--- src/rtl/trivium_arbiter.sv ---
`default_nettype none
// ============================================================================
// Module   : trivium_arbiter
// Brief    : Two-requester session arbiter sequencing key load, init and
//            byte streaming through a shared Trivium cipher core.
// Revision : 1.0
// ============================================================================
module trivium_arbiter #(
  parameter int INIT_CYCLES = 1152,
  parameter int TIMEOUT     = 255
) (
  input  logic        clk,
  input  logic        rst,
  input  logic [1:0]  req,
  input  logic [79:0] key0,
  input  logic [79:0] key1,
  input  logic [7:0]  len0,
  input  logic [7:0]  len1,
  input  logic [7:0]  din0,
  input  logic [7:0]  din1,
  input  logic [1:0]  din_vld,
  output logic [1:0]  din_rdy,
  output logic [1:0]  gnt,
  output logic [7:0]  dout,
  output logic        dout_vld,
  output logic        dout_id,
  output logic [1:0]  done,
  output logic [1:0]  err,
  input  logic        out_full,
  output logic        busy,
  output logic        core_key,
  output logic        core_strob_key,
  output logic [7:0]  core_data,
  output logic        core_strob_data,
  output logic [1:0]  core_fifo_cnd,
  input  logic [7:0]  core_stream,
  input  logic        core_wt_sgn
);

  localparam logic [3:0] S_IDLE      = 4'd0;
  localparam logic [3:0] S_GRANT     = 4'd1;
  localparam logic [3:0] S_LOAD_KEY  = 4'd2;
  localparam logic [3:0] S_KEY_END   = 4'd3;
  localparam logic [3:0] S_INIT_WAIT = 4'd4;
  localparam logic [3:0] S_FEED      = 4'd5;
  localparam logic [3:0] S_WAIT_OUT  = 4'd6;
  localparam logic [3:0] S_DONE      = 4'd7;
  localparam logic [3:0] S_ERR       = 4'd8;

  localparam logic [11:0] INIT_LAST = 12'(INIT_CYCLES - 1);
  localparam logic [7:0]  TO_LAST   = 8'(TIMEOUT - 1);

  logic [3:0]  state_q, state_d;
  logic        last_q, last_d;
  logic        owner_q, owner_d;
  logic [79:0] key_q, key_d;
  logic [7:0]  len_q, len_d;
  logic [6:0]  bit_cnt_q, bit_cnt_d;
  logic [7:0]  byte_cnt_q, byte_cnt_d;
  logic [11:0] init_cnt_q, init_cnt_d;
  logic [7:0]  to_cnt_q, to_cnt_d;
  logic [7:0]  core_data_q, core_data_d;
  logic        core_strob_data_q, core_strob_data_d;
  logic [7:0]  dout_q, dout_d;
  logic        dout_vld_q, dout_vld_d;
  logic        dout_id_q, dout_id_d;

  logic        xfer;
  logic        in_session;
  logic [1:0]  owner_oh;

  assign xfer       = (state_q == S_FEED) && din_vld[owner_q] && !out_full;
  assign in_session = state_q inside {S_GRANT, S_LOAD_KEY, S_KEY_END,
                                      S_INIT_WAIT, S_FEED, S_WAIT_OUT};

  always_ff @(posedge clk or negedge rst) begin
    if (!rst) begin
      state_q           <= S_IDLE;
      last_q            <= 1'b1;
      owner_q           <= 1'b0;
      key_q             <= '0;
      len_q             <= '0;
      bit_cnt_q         <= '0;
      byte_cnt_q        <= '0;
      init_cnt_q        <= '0;
      to_cnt_q          <= '0;
      core_data_q       <= '0;
      core_strob_data_q <= 1'b0;
      dout_q            <= '0;
      dout_vld_q        <= 1'b0;
      dout_id_q         <= 1'b0;
    end else begin
      state_q           <= state_d;
      last_q            <= last_d;
      owner_q           <= owner_d;
      key_q             <= key_d;
      len_q             <= len_d;
      bit_cnt_q         <= bit_cnt_d;
      byte_cnt_q        <= byte_cnt_d;
      init_cnt_q        <= init_cnt_d;
      to_cnt_q          <= to_cnt_d;
      core_data_q       <= core_data_d;
      core_strob_data_q <= core_strob_data_d;
      dout_q            <= dout_d;
      dout_vld_q        <= dout_vld_d;
      dout_id_q         <= dout_id_d;
    end
  end

  always_comb begin
    state_d           = state_q;
    last_d            = last_q;
    owner_d           = owner_q;
    key_d             = key_q;
    len_d             = len_q;
    bit_cnt_d         = bit_cnt_q;
    byte_cnt_d        = byte_cnt_q;
    init_cnt_d        = init_cnt_q;
    to_cnt_d          = to_cnt_q;
    core_data_d       = core_data_q;
    core_strob_data_d = 1'b0;
    dout_d            = dout_q;
    dout_vld_d        = 1'b0;
    dout_id_d         = dout_id_q;

    case (state_q)
      S_IDLE: begin
        if (req != 2'b00) begin
          // Contention alternates: grant whichever index did not win last time.
          owner_d = (req == 2'b11) ? ~last_q : req[1];
          last_d  = owner_d;
          state_d = S_GRANT;
        end
      end
      S_GRANT: begin
        key_d      = owner_q ? key1 : key0;
        len_d      = owner_q ? len1 : len0;
        bit_cnt_d  = '0;
        byte_cnt_d = '0;
        init_cnt_d = '0;
        to_cnt_d   = '0;
        state_d    = S_LOAD_KEY;
      end
      S_LOAD_KEY: begin
        key_d     = {key_q[78:0], 1'b0};
        bit_cnt_d = bit_cnt_q + 7'd1;
        if (bit_cnt_q == 7'd79) state_d = S_KEY_END;
      end
      S_KEY_END: begin
        init_cnt_d = '0;
        state_d    = S_INIT_WAIT;
      end
      S_INIT_WAIT: begin
        if (init_cnt_q == INIT_LAST) state_d = S_FEED;
        else                         init_cnt_d = init_cnt_q + 12'd1;
      end
      S_FEED: begin
        if (xfer) begin
          core_data_d       = owner_q ? din1 : din0;
          core_strob_data_d = 1'b1;
          to_cnt_d          = '0;
          state_d           = S_WAIT_OUT;
        end
      end
      S_WAIT_OUT: begin
        // A core response in the expiry cycle takes priority over the timeout.
        if (core_wt_sgn) begin
          dout_d     = core_stream;
          dout_id_d  = owner_q;
          dout_vld_d = 1'b1;
          if (byte_cnt_q == len_q) begin
            state_d = S_DONE;
          end else begin
            byte_cnt_d = byte_cnt_q + 8'd1;
            state_d    = S_FEED;
          end
        end else if (to_cnt_q == TO_LAST) begin
          state_d = S_ERR;
        end else begin
          to_cnt_d = to_cnt_q + 8'd1;
        end
      end
      S_DONE:  state_d = S_IDLE;
      S_ERR:   state_d = S_IDLE;
      default: state_d = S_IDLE;
    endcase

    // Owner withdrawing its request aborts the session and drops any in-flight byte.
    if (in_session && !req[owner_q]) begin
      state_d           = S_ERR;
      dout_vld_d        = 1'b0;
      core_strob_data_d = 1'b0;
    end
  end

  always_comb begin
    owner_oh       = owner_q ? 2'b10 : 2'b01;
    busy           = (state_q != S_IDLE);
    gnt            = busy ? owner_oh : 2'b00;
    din_rdy        = 2'b00;
    done           = 2'b00;
    err            = 2'b00;
    core_key       = 1'b0;
    core_strob_key = 1'b0;
    case (state_q)
      S_LOAD_KEY: begin
        core_strob_key = 1'b1;
        core_key       = key_q[79];
      end
      S_FEED:  din_rdy = out_full ? 2'b00 : owner_oh;
      S_DONE:  done    = owner_oh;
      S_ERR:   err     = owner_oh;
      default: ;
    endcase
  end

  assign core_data       = core_data_q;
  assign core_strob_data = core_strob_data_q;
  assign core_fifo_cnd   = {1'b0, out_full};
  assign dout            = dout_q;
  assign dout_vld        = dout_vld_q;
  assign dout_id         = dout_id_q;

endmodule
`default_nettype wire

--- config.mk ---
export PLATFORM = sky130hd
export DESIGN_NAME = trivium_arbiter
export DESIGN_NICKNAME = d
export VERILOG_FILES = /design/src/rtl/trivium_arbiter.sv
export SDC_FILE = /design/constraint.sdc
export NUM_CORES = 1
export LEC_CHECK = 0
export ABC_AREA = 1
export BUFFER_PORTS_ARGS = -buffer_cell sky130_fd_sc_hd__buf_2
export CAP_MARGIN = 20
export CELL_PAD_IN_SITES_DETAIL_PLACEMENT = 0
export CELL_PAD_IN_SITES_GLOBAL_PLACEMENT = 1
export CORE_MARGIN = 2
export CORE_UTILIZATION = 40
export DETAILED_ROUTE_END_ITERATION = 6
export GPL_TIMING_DRIVEN = 0
export PLACE_DENSITY_LB_ADDON = 0.15
export SLEW_MARGIN = 25
export SYNTH_ARGS = -nofsm -noshare
export SYNTH_HDL_FRONTEND = slang
export SYNTH_SLANG_ARGS = --single-unit
--- constraint.sdc ---
create_clock -name clk -period 3.7 [get_ports clk]
set_input_delay 1.11 -clock clk [delete_from_list [all_inputs] [get_ports clk]]
set_output_delay 1.11 -clock clk [all_outputs]
set_load 0.02 [all_outputs]
==> flow_metrics.env, run 1 <==
export IMPL_yosysWarnings=0
export IMPL_io_buffers=238
export IMPL_r2r_setup_slack_ps=1810
export IMPL_fin_crit_ps=3350
export IMPL_clk_latency_ps=430
export IMPL_pwr_share_seq=0.346
export IMPL_initial_utilization=0.407
export IMPL_ctsLongestPathBuffers=2
export IMPL_synth_top_area_cell="dfrtp_1"
export IMPL_synth_top_cell_area_share=0.466
export IMPL_dieArea_um2=20900
export IMPL_cap_violations=0
export IMPL_synth_seq_area_share=0.469
export IMPL_antenna_found_initial=4
export IMPL_p_comb_frac=0.422
export IMPL_hold_start="dout[6]"
export IMPL_routed_via_density=4.98
export IMPL_cts_setup_buffers=0
export IMPL_die_x_um=144
export IMPL_finClkSkew_ps=8.68
export IMPL_r2r_cells=5
export IMPL_routed_top_layer="met5"
export IMPL_synth_ff_type="dfrtp_1"
export IMPL_syn_area_per_cell_um2=8.14
export IMPL_placed_cells=1474
export IMPL_num_vias=7513
export IMPL_crit_path_max_fanout=10
export IMPL_drt_met1_wl_um=10500
export IMPL_dp_hpwl_um=17200
export IMPL_fmax_mhz=299
export IMPL_rsz0062_at_grt="false"
export IMPL_rr_startpoint="owner_q"
export IMPL_synth_area_leaders="dfrtp_1 (47%), nand2_1 (15%), o221a_1 (6.7%)"
export IMPL_cts_hold_buf=0
export IMPL_clock_root_buffer="clkbuf_16"
export IMPL_met2_length_um=10700
export IMPL_stdcell_count=1508
export IMPL_slew_viol_final=0
export IMPL_finalSetupViolCount=0
export IMPL_crit_type="reg2out"
export IMPL_cts_resized=0
export IMPL_die_height_um=144
export IMPL_row_count=51
export IMPL_cp_arrival_ps=2240
export IMPL_fin_crit_sh=0.904
export IMPL_power_frac_clock=0.232
export IMPL_power_density_nw_per_um2=758
export IMPL_drtPass1Iterations=4
export IMPL_required_ps=2590
export IMPL_antenna_left=0
export IMPL_fillCellCount=1929
export IMPL_synth_seq_cells=148
export IMPL_syn_area_um2=7890
export IMPL_htree_levels=4
export IMPL_intPower_w=0.00460
export IMPL_area_delta_synth_final_pct=27.5
export IMPL_drive_gt1_frac=0.260
export IMPL_syn_nets=1183
export IMPL_drt_total_wl_um=22700
export IMPL_clk_pin_slew_ps=60
export IMPL_p_leak_nw=4.82
export IMPL_holdPathStages=2
export IMPL_cts_tree="built"
export IMPL_cp_end_kind="primary output"
export IMPL_synthCells=970
export IMPL_p_total_w=0.00762
export IMPL_slew_headroom=0.494
export IMPL_worst_pin_slew_ps=759
export IMPL_met3_length_um=1090
export IMPL_core_area_um2=19400
export IMPL_fin_nets=1441
export IMPL_synth_edf_count=0
export IMPL_grt_remaining_overflow=0
export IMPL_grt_total_usage=0.225
export IMPL_drc=0
export IMPL_worst_setup_path_start_kind="flip-flop"
export IMPL_cts_buffers=17
export IMPL_power_switching_w=0.00303
export IMPL_reg2reg_to="core_data[6]"
export IMPL_grt_pass1_wl_um=36300
export IMPL_hold_viol=0
export IMPL_holdPathEnd="dout[6]"
export IMPL_routabilityCongestion=0.852
export IMPL_wl_per_cell_um=15.0
export IMPL_whs_ps=464
export IMPL_p_sw_frac=0.397
export IMPL_synthArstFlopShare=1.00
export IMPL_grt_pass1_vias=7163
export IMPL_hold_path_class="reg2reg"
export IMPL_cts_sinks=148
export IMPL_ir_drop_mv=0.279
export IMPL_outcome="completed"
export IMPL_synth_distinct_cells=43
export IMPL_drt_iter0_drc=320
export IMPL_post_route_util=0.519
export IMPL_grt_max_degree=90
export IMPL_io_pins=240
==> kinds of logic (layout without fill, tap and decap cells) <==
group,Yosys count,count (layout),synth area share
and+or+nand+nor,558,558,0.294
muxes,2,2,0.00254
AOI/OAI and AO/OA,132,132,0.143
DFF,148,148,0.469
buffers and inverters,103,374,0.0587
adders and majority gates,5,5,0.00793
other,1,3,0.000475
xor gates and xnor gates,21,21,0.0233
==> layer usage <==
| metal | GRT usage | up-vias |
|---|---|---|
| met2 | 0.360 | 212 |
| met3 | 0.0464 | 27 |
| li1 | - | 3799 |
| met5 | 0 | - |
| met1 | 0.306 | 3471 |
| met4 | 0.0756 | 4 |
==> cell usage in the layout, fill, tap and decap left out, types with 14 or more instances in the layout <==
cell type / n
o21ai_0: 17
buf_4: 15
nand2_1: 319
nor2_1: 122
o311ai_1: 27
a31oi_1: 16
clkbuf_16: 17
inv_1: 36
clkbuf_1: 31
o221a_1: 47
dfrtp_1: 147
buf_2: 245
nor3_1: 14
nand3_1: 83
==> through the flow <==
step / cell area (um^2) / setup WS (ps) / setup TNS [ps]
finish: 10100 / 355 / 0
global route: 10100 / 240 / 0
CTS: 10100 / 318 / 0
detailed placement: 9450 / 774 / 0
global placement: 9420 / -728 / -105830
floorplan: 7890 / 995 / 0
==> power groups by stage <==
stage                     registers, W  clock network (W)  logic (W)
after global routing           0.00271            0.00188    0.00364
after global placement         0.00264                  0    0.00322
after detailed placement       0.00264                  0    0.00329
after CTS                      0.00263            0.00180    0.00327
after floorplan                0.00264                  0    0.00225
final                          0.00263            0.00177    0.00322
==> flip-flops by register name, summed over array words and instances (netlist names) <==
signal	count
bit_cnt_q	7
byte_cnt_q	8
core_data	8
core_strob_data	1
dout	8
dout_id	1
dout_vld	1
init_cnt_q	12
key_q	80
last_q	1
len_q	8
owner_q	1
state_q	4
to_cnt_q	8
==> synth_stat cells, types with 2 or more instances <==
master and n:
nand2_1 319, dfrtp_1 147, nor2_1 122, nand3_1 83, o221a_1 47, inv_1 36, clkbuf_1 28, o311ai_1 27
o21ai_0 17, a31oi_1 16, buf_4 15, nor3_1 14, xor2_1 13, inv_2 11, buf_2 8, xnor2_1 8
a21oi_1 5, ha_1 5, nand2_2 5, nand4_1 5, o22ai_1 4, o311ai_0 4, buf_1 3, a21oi_2 2
mux2i_1 2, nor2_2 2, nor2_4 2, nor2_8 2, o2111ai_1 2, o211ai_1 2, o21ai_1 2
==> final cells by class <==
type                            count  area [um^2]  area share
Clock buffer                       21          450      0.0448
Timing Repair Buffer              239         1230       0.122
Sequential cell                   148         3700       0.368
Tap cell                          265          332      0.0330
Multi-Input combinational cell    719         3720       0.370
Inverter                           48          183      0.0182
Clock inverter                     11          151      0.0150
Buffer                             55          280      0.0279
Antenna cell                        2         5.00    0.000498
==> worst max-delay path by stage <==
| stage | end | slack, ps | depth (start not counted) | from |
|---|---|---|---|---|
| after global placement | core_data[5] | -730 | 1 | rst |
| after global routing | din_rdy[1] | 240 | 5 | owner_q |
| after CTS | done[1] | 320 | 5 | owner_q |
| final | done[1] | 350 | 5 | owner_q |
| after floorplan | din_rdy[0] | 1000 | 1 | out_full |
| after detailed placement | done[1] | 770 | 5 | owner_q |
==> worst max-delay path: stages, from the launching register on <==
cell and delay (ps):
dfrtp_1 410, inv_1 100, buf_2 350, buf_1 630, nor3_1 130, buf_2 190
Note: power is estimated with default switching activity, not from simulation.
==> run 2, diff against run 1 <==
ABC_AREA = 0   (was 1)
CAP_MARGIN = 5   (was 20)
CORE_UTILIZATION = 43   (was 40)
==> run 2 against run 1 <==
  * Combinational power barely moved
  * First-iteration DRC count rose by 8.1%
  * Area after synthesis fell by 0.40%
  * Sequential share of layout area rose by 0.12 points
  * Clock-buffer cell count fell by 2
  * Final cell count fell by 18%
  * Highest routed layer is now met4
  * Register-to-register slack got worse by 360 ps
  * Critical endpoint is now err[1]
  * Hold slack improved by 8.2 ps
  * Power rose by 1.1%
  * Clock power rose by 7%
  * Die area fell by 7.1%
  * Global-route usage fell by 2.2 points
==> flow_metrics.env, run 2 <==
export IMPL_power_switching_w=0.00273
export IMPL_reg2reg_to="key_q[13]"
export IMPL_r2r_cells=6
export IMPL_cts_tree="built"
export IMPL_grt_pass1_vias=6436
export IMPL_dieArea_um2=19400
export IMPL_slew_viol_final=0
export IMPL_drc=0
export IMPL_drt_total_wl_um=19200
export IMPL_path_common_cell="buf_2"
export IMPL_row_count=49
export IMPL_antenna_found_initial=0
export IMPL_drive_gt1_frac=0.377
export IMPL_fin_nets=1207
export IMPL_routed_via_density=5.22
export IMPL_synthSimpleGateAreaFrac=0.134
export IMPL_fmax_mhz=288
export IMPL_synth_ff_type="dfrtp_1"
export IMPL_hold_path_class="reg2reg"
export IMPL_drt_iter0_drc=346
export IMPL_syn_area_um2=7860
export IMPL_p_leak_nw=4.86
export IMPL_synth_distinct_cells=63
export IMPL_synthXorXnorAreaFrac=0.0234
export IMPL_synth_top_family_by_area="compound AO/OA/AOI/OAI gates"
export IMPL_synth_seq_cells=148
export IMPL_synth_fa_ha_area_frac=0.00796
export IMPL_die_x_um=139
export IMPL_synth_top_area_cell="dfrtp_1"
export IMPL_largest_register="key_q"
export IMPL_die_height_um=139
export IMPL_io_buffers=238
export IMPL_power_frac_clock=0.245
export IMPL_antennaDiodeCount=0
export IMPL_final_setup_tns_ps=0
export IMPL_ir_drop_mv=0.344
export IMPL_cts_buffers=17
export IMPL_area_delta_synth_final_pct=27.6
export IMPL_synth_compound_area_share=0.177
export IMPL_r2r_setup_slack_ps=1450
export IMPL_grt_total_usage=0.203
export IMPL_finalSetupViolCount=0
export IMPL_finClkSkew_ps=6.03
export IMPL_outcome="completed"
export IMPL_final_area_um2=10000
export IMPL_final_common_cell="buf_2"
export IMPL_syn_area_per_cell_um2=10.7
export IMPL_p_sw_frac=0.354
export IMPL_intPower_w=0.00498
export IMPL_synth_seq_area_share=0.471
export IMPL_routed_top_layer="met4"
export IMPL_cp_arrival_ps=2360
export IMPL_fin_crit_sh=0.939
export IMPL_layout_common_cells="buf_2 (258), dfrtp_1 (147), mux2i_1 (98)"
export IMPL_clk_latency_ps=430
export IMPL_synth_area_leaders="dfrtp_1 (47%), mux2i_1 (12%), o221a_2 (6.9%)"
export IMPL_holdPathEnd="dout_id"
export IMPL_yosysMostFrequentCell="dfrtp_1"
export IMPL_required_ps=2590
export IMPL_p_comb_frac=0.420
export IMPL_slew_headroom=0.451
export IMPL_rr_startpoint="owner_q"
export IMPL_wl_per_cell_um=15.5
export IMPL_core_area_um2=18000
export IMPL_yosysWarnings=0
export IMPL_io_pins=240
export IMPL_cp_end_kind="primary output"
export IMPL_met3_length_um=852
export IMPL_syn_nets=949
export IMPL_crit_chain="buf_2 > buf_2 > clkbuf_4 > buf_2 > and4b_1 > buf_2"
export IMPL_pwr_share_seq=0.335
export IMPL_met2_length_um=9490
export IMPL_crit_path_max_fanout=10
export IMPL_dp_hpwl_um=14200
export IMPL_rsz0062_at_grt="false"
export IMPL_synthCells=736
export IMPL_crit_type="reg2out"
export IMPL_drtPass1Iterations=5
export IMPL_cts_sinks=148
export IMPL_synthTopCellsByCount="dfrtp_1 (147), mux2i_1 (98), nor2_1 (76)"
export IMPL_power_density_nw_per_um2=769
export IMPL_grt_pass1_wl_um=31900
export IMPL_slowest_stage="clkbuf_4"
export IMPL_cap_violations=0
export IMPL_cpPeakStageDelay_ps=360
export IMPL_hold_start="dout_id"
export IMPL_initial_utilization=0.438
export IMPL_dpl_cell_area_um2=9380
export IMPL_drt_met1_wl_um=8650
export IMPL_worst_pin_slew_ps=817
export IMPL_largest_reg_flops=80
export IMPL_routabilityCongestion=0.773
export IMPL_num_vias=6447
export IMPL_grt_max_degree=86
export IMPL_reg_top3="key_q: 80 flops, init_cnt_q: 12 flops"
export IMPL_ctsLongestPathBuffers=2
export IMPL_clock_root_buffer="clkbuf_16"
export IMPL_worst_setup_path_start_kind="flip-flop"
export IMPL_htree_levels=4
export IMPL_hold_viol=0
export IMPL_clk_pin_slew_ps=60
export IMPL_synth_top_cell_area_share=0.468
export IMPL_synthArstFlopShare=1.00
export IMPL_synthMuxAreaShare=0.138
export IMPL_grt_remaining_overflow=0
export IMPL_holdPathStages=2
export IMPL_fillCellCount=1686
export IMPL_fin_crit_ps=3470
export IMPL_synth_edf_count=0
export IMPL_antenna_left=0
[run 2: changes by cell type after synthesis, sizes merged, moves of 14 or more]
cell	before	now
nand2	325	77
a21oi	7	21
o21ai	20	34
o311ai	31	0
nand3	85	11
a221o	0	31
nor2	128	77
inv	48	13
mux2i	2	98
[run 2: per-layer routing]
layer | global-route usage | up-vias
met5 | 0 | -
met4 | 0.0532 | 0
met3 | 0.0420 | 16
met2 | 0.340 | 151
met1 | 0.270 | 3049
li1 | - | 3231
[run 2: what timing repair did]
item | in CTS | in global routing
resized for setup | 0 | 1
hold buffers | 0 | 0
endpoints found under the setup margin | 0 | 1
buffers inserted | 0 | 0
[run 2: cell type report]
| cell class | instances | area [um^2] | share of cell area |
|---|---|---|---|
| buffer | 58 | 317 | 0.0316 |
| clock buffer | 19 | 443 | 0.0442 |
| clock inverter | 13 | 205 | 0.0205 |
| sequential | 148 | 3700 | 0.369 |
| multi-input combinational | 516 | 3780 | 0.377 |
| inverter | 14 | 57.6 | 0.00574 |
| timing repair buffer | 239 | 1230 | 0.123 |
| tap | 229 | 287 | 0.0286 |
[run 2: logic make-up after synthesis]
kind of cell	count (synthesis)
other cells	1
mux	107
flops	148
simple gates	218
xor+xnor	21
fa+ha+maj	5
compound gates	164
buf+inv	72
[run 2: worst max path at each step]
| stage | startpoint | to | slack, ps |
|---|---|---|---|
| after global routing | owner_q | err[1] | 60 |
| after CTS | owner_q | err[1] | 100 |
| after global placement | rst | key_q[64] | -700 |
| after floorplan | state_q[2] | core_key | 950 |
| final | owner_q | err[1] | 230 |
| after detailed placement | owner_q | err[1] | 560 |
[run 2: per-stage QoR]
stage / hold slack, ps / setup slack [ps] / power [W] / cells / utilization
finish: 472 / 226 / 0.00771 / 1236 / 0.558
global route: 506 / 58.3 / 0.00826 / 1236 / 0.558
CTS: 478 / 102 / 0.00780 / 1236 / 0.558
detailed placement: 465 / 557 / 0.00589 / 1204 / 0.522
global placement: 459 / -704 / 0.00583 / 1203 / 0.520
floorplan: 449 / 952 / 0.00499 / 736 / -
[run 2: power by group through the flow]
stage / combinational [W] / clock (W) / sequential, W
2_1_floorplan: 0.00241 / 0 / 0.00258
3_3_place_gp: 0.00323 / 0 / 0.00260
3_5_place_dp: 0.00330 / 0 / 0.00259
4_1_cts: 0.00330 / 0.00192 / 0.00258
5_1_grt: 0.00361 / 0.00200 / 0.00266
6_report: 0.00324 / 0.00189 / 0.00258
[run 2: worst max-delay path: cells and delay by family, from the launching register on]
family | cells | cell delay, ps
and+or+nand+nor | 1 | 220
buffers and inverters | 5 | 1400
DFF | 1 | 310
